==> src/rtl/serial_add_seq.sv <==
// Bit-serial adder: one full-adder cell reused across WIDTH bit positions, LSB first.
// Define SERIAL_ADD_OVF_EN to add the signed-overflow output ovf and its capture flop.
module serial_add_seq #(
  parameter int WIDTH = 8
) (
  input  logic             clk,
  input  logic             rst,
  input  logic             start,
  input  logic [WIDTH-1:0] a,
  input  logic [WIDTH-1:0] b,
  input  logic             cin,
  output logic             busy,
  output logic             done,
  output logic [WIDTH-1:0] sum,
  output logic             cout
`ifdef SERIAL_ADD_OVF_EN
  ,
  output logic             ovf
`endif
);

  localparam int CW = (WIDTH > 2) ? $clog2(WIDTH) : 1;

  typedef enum logic [1:0] {
    IDLE = 2'd0,
    RUN  = 2'd1,
    DONE = 2'd2
  } state_t;

  state_t           r_state;
  state_t           w_nextState;
  logic [WIDTH-1:0] r_opA;
  logic [WIDTH-1:0] r_opB;
  logic [WIDTH-1:0] r_sum;
  logic [CW-1:0]    r_count;
  logic             r_carry;
  logic             r_cout;
  logic             w_x;
  logic             w_y;
  logic             w_s;
  logic             w_co;
  logic             w_accept;
  logic             w_last;

  // The single shared full-adder cell.
  assign w_x      = r_opA[0];
  assign w_y      = r_opB[0];
  assign w_s      = w_x ^ w_y ^ r_carry;
  assign w_co     = (w_x & w_y) | ((w_x ^ w_y) & r_carry);
  assign w_accept = (r_state == IDLE) && start;
  assign w_last   = (r_count == CW'(WIDTH - 1));

  always_ff @(posedge clk) begin
    if (rst) begin
      r_state <= IDLE;
    end else begin
      r_state <= w_nextState;
    end
  end

  always_comb begin
    w_nextState = r_state;
    case (r_state)
      IDLE:    if (start) w_nextState = RUN;
      RUN:     if (w_last) w_nextState = DONE;
      DONE:    w_nextState = IDLE;
      default: w_nextState = IDLE;
    endcase
  end

  // Sum is shifted in from the MSB side so bit i settles in sum[i] after WIDTH shifts;
  // it is left untouched on the accepting edge so the previous result stays visible.
  always_ff @(posedge clk) begin
    if (rst) begin
      r_opA   <= '0;
      r_opB   <= '0;
      r_sum   <= '0;
      r_count <= '0;
      r_carry <= 1'b0;
      r_cout  <= 1'b0;
    end else if (w_accept) begin
      r_opA   <= a;
      r_opB   <= b;
      r_carry <= cin;
      r_count <= '0;
    end else if (r_state == RUN) begin
      r_opA   <= r_opA >> 1;
      r_opB   <= r_opB >> 1;
      r_sum   <= {w_s, r_sum[WIDTH-1:1]};
      r_carry <= w_co;
      r_count <= r_count + 1'b1;
      if (w_last) begin
        r_cout <= w_co;
      end
    end
  end

`ifdef SERIAL_ADD_OVF_EN
  logic r_carryMsb;

  // Carry into the MSB, captured alongside cout so ovf holds with the result.
  always_ff @(posedge clk) begin
    if (rst) begin
      r_carryMsb <= 1'b0;
    end else if ((r_state == RUN) && w_last) begin
      r_carryMsb <= r_carry;
    end
  end

  assign ovf = r_carryMsb ^ r_cout;
`endif

  assign busy = (r_state == RUN);
  assign done = (r_state == DONE);
  assign sum  = r_sum;
  assign cout = r_cout;

endmodule

==> config.mk <==
export PLATFORM = sky130hd
export DESIGN_NAME = serial_add_seq
export DESIGN_NICKNAME = d
export VERILOG_FILES = /design/src/rtl/serial_add_seq.sv
export SDC_FILE = /design/constraint.sdc
export NUM_CORES = 1
export LEC_CHECK = 0
export ABC_CLOCK_PERIOD_IN_PS = 1600
export CORE_MARGIN = 3
export CORE_UTILIZATION = 40
export CTS_BUF_LIST = sky130_fd_sc_hd__clkbuf_8
export CTS_CLUSTER_DIAMETER = 200
export DETAILED_ROUTE_END_ITERATION = 16
export PLACE_DENSITY_LB_ADDON = 0.08
export SLEW_MARGIN = 15
export SYNTH_ARGS = -nofsm -noshare
export SYNTH_HDL_FRONTEND = slang
export SYNTH_SLANG_ARGS = --single-unit
==> constraint.sdc <==
create_clock -name clk -period 1.6 [get_ports clk]
set_input_delay 0.48 -clock clk [delete_from_list [all_inputs] [get_ports clk]]
set_output_delay 0.48 -clock clk [all_outputs]
set_load 0.005 [all_outputs]
==> metrics <==
status=finished clean; ANT nets after route=0; Die Y=about 63 um; max_slew headroom=between 70% and 80%; CTS tree=built; number of port buffers=30; vias per cell=about 4.8; largest net degree at the start of global routing=32; CP required=1120 ps; area of the core=around 3000 sq um; Hold Crit Depth=2; R2R Path End=r_carry$_SDFFE_PP0P_; Initial Util=42.2%; period utilization=around 96%; peak supply drop=0.716 mV; antenna violations before repair=0; Worst-path clk slew=around 60 ps; # clock sinks=31; clk_lat worst skew=approximately 280 ps; CP Launch Type=register; Synthesis Warnings=0; FF+latch count, synth=31; Core Util, Final=a little under three fifths; Via Count=about 1100; DP HPWL=roughly 1800 um; crit path time final=between 1500 and 2000 ps; Synth Cell Area=around 1300 sq um; maxcap violations=0; critical path type=reg -> out; Hold Fails Final Rpt=0; total global-route track usage=approximately 15%; first-pass detailed-route iteration total=3; worst hold margin=449 ps; Iter 0 DRT Violations=88; worst reg2reg path depth=5; worst-margin pin slew=roughly 300 ps; Unique masters post-synth=26; final wirelength=2690 um; CP endpoint kind=primary output; worst hold path endpoint=sum[0]$_SDFFE_PP0P_; num rows=20; FMAX=about 0.65 GHz; DRC=0; layout cells sized above 1=roughly 16%; GPL Wtd Cong=0.745; buffer depth of the longest clock path=2; pre-CTS WS=-199 ps; setup slack, reg-to-reg=between 200 and 300 ps; vias in the first global route=approximately 1100; Area growth syn-to-layout=33.7%; root buf cell=clkbuf_8; Syn Area/Cell=~8.4 sq um; max-slew violation count=0; first-pass GRT wire length=4690 um; PwrDens=between 900 and 1000 nW/um^2; Fillers=293; Overall Power=0.00163 W; die area=~4000 sq um; r2r startpoint=r_state[0]$_SDFFE_PP0P_; H-tree Lvls=2; ANT cells=0; Critical Path AT=between 1000 and 1500 ps; RSZ-0062 raised after global routing=false; Die Width=between 60 and 70 um; Boundary Pins=31; synthesized instance count=about 160; routed len/inst=around 11 um; clock skew=between 6 and 7 ps; Num CTS Buffers=5; Final WS setup=60.8 ps; sequential-to-total area share from yosys stat=between 40% and 50%; Hold Startpoint=sum[0]$_SDFFE_PP0P_; # nets final=around 210; setup violators final=0; synthesized netlist net count=between 150 and 200; Worst Hold Class=reg -> reg; Pleak=roughly 0.76 nW; CP max FO=4; total gr overflow=0
==> per-layer routing <==
layer  up-vias  track usage, %  share of wire [%]
met4         0            8.26                1.2
met1       512            18.0                 48
li1        589               -                  -
met5         -               0                  0
met3         4            4.32                5.1
met2        19            23.8                 46
==> report_power, final <==
part,switching [W],total [W],internal (W)
combinational,0.000105,0.000223,0.000118
sequential,0.0000277,0.000846,0.000818
clock,0.000269,0.000560,0.000291
==> layout make-up <==
cell class                 count  area (sq um)  share of cell area, %
multi-input combinational    112           583                   33.5
sequential                    31           631                   36.3
clock inverter                 3          12.5                  0.720
timing repair buffer          39           384                   22.1
inverter                       1          3.75                  0.216
tap                           44          55.1                   3.17
clock buffer                   5          68.8                   3.96
==> Yosys cell counts, drive strengths merged <==
library cell	count	area share, %
buf	6	3.9
o21bai	1	0.58
clkbuf	5	3.8
mux2i	1	0.77
a211oi	1	0.58
nand3	1	0.38
nand2	17	4.9
nand3b	3	1.7
fa	1	1.5
o21ba	1	0.77
or3b	1	0.67
nand2b	1	0.48
inv	1	0.29
dfxtp	31	48
a22oi	2	1.2
ha	2	1.9
o21ai	2	0.77
and2b	1	0.67
a21oi	11	4.2
nor2b	1	0.48
nor4	15	7.2
nor2	50	15
==> metrics by stage <==
step	std cells	setup TNS, ps	cell area (sq um)
after floorplan	155	0	1300
final	235	0	1740
after global routing	235	0	1740
after detailed placement	227	-2680	1650
after CTS	235	0	1740
after global placement	227	-2390	1650
==> registers in the layout (all words and copies together) (netlist names) <==
| register | flops |
|---|---|
| r_opB | 8 |
| sum | 8 |
| cout | 1 |
| r_opA | 8 |
| r_state | 2 |
| r_carry | 1 |
| r_count | 3 |
==> logic make-up (layout without fill, tap and decap cells) <==
logic type      Yosys count  after routing  share of synthesized area (%)
compound gates           18             18                           8.08
flops                    31             31                           47.7
mux                       1              1                          0.770
buf+inv                  12             48                           7.99
simple gates             90             90                           32.0
fa+ha+maj                 3              3                           3.46
==> cells in the final DEF (no fill, tap or decap) <==
master	synthesis	layout
a22oi_1	2	2
nand3_1	1	1
clkinv_2	0	1
dfxtp_4	0	1
buf_4	1	7
a21oi_1	11	11
ha_1	2	2
dfxtp_1	31	25
o21ba_2	1	1
clkdlybuf4s50_1	0	19
inv_1	0	2
fa_1	1	1
nor2_2	5	5
clkdlybuf4s15_1	0	1
dlymetal6s2s_1	0	1
nor4_1	15	15
nor2b_1	1	1
nand3b_1	3	3
o21ai_0	2	2
nor2_1	45	45
buf_12	0	2
clkbuf_8	3	5
and2b_2	1	1
dlygate4sd2_1	0	9
nand2_1	17	17
inv_2	1	1
o21bai_1	1	1
dfxtp_2	0	5
mux2i_1	1	1
nand2b_4	0	1
or3b_1	1	1
a211oi_1	1	1
==> worst max-delay path, stage by stage, from the launching register on <==
cell and delay (ps):
dfxtp_4 370, and2b_2 210, clkdlybuf4s15_1 200
==> what timing repair did <==
item,CTS,global route
setup buffers,0,0
hold buffers,0,0
setup endpoints to repair,10,1
gates resized for setup,19,1
==> worst max-delay path by stage <==
| stage | to | cells after the start | startpoint | slack [ps] |
|---|---|---|---|---|
| after detailed placement | r_opA[3]$_SDFFE_PP0P_ | 5 | start | -200 |
| after floorplan | r_opA[0]$_SDFFE_PP0P_ | 5 | start | 270 |
| after CTS | sum[0] | 1 | sum[0]$_SDFFE_PP0P_ | 8 |
| after global placement | r_opA[3]$_SDFFE_PP0P_ | 5 | start | -170 |
| final | done | 2 | r_state[0]$_SDFFE_PP0P_ | 60 |
| after global routing | r_opA[4]$_SDFFE_PP0P_ | 5 | start | 5 |
(Power assumes the default switching activity.)
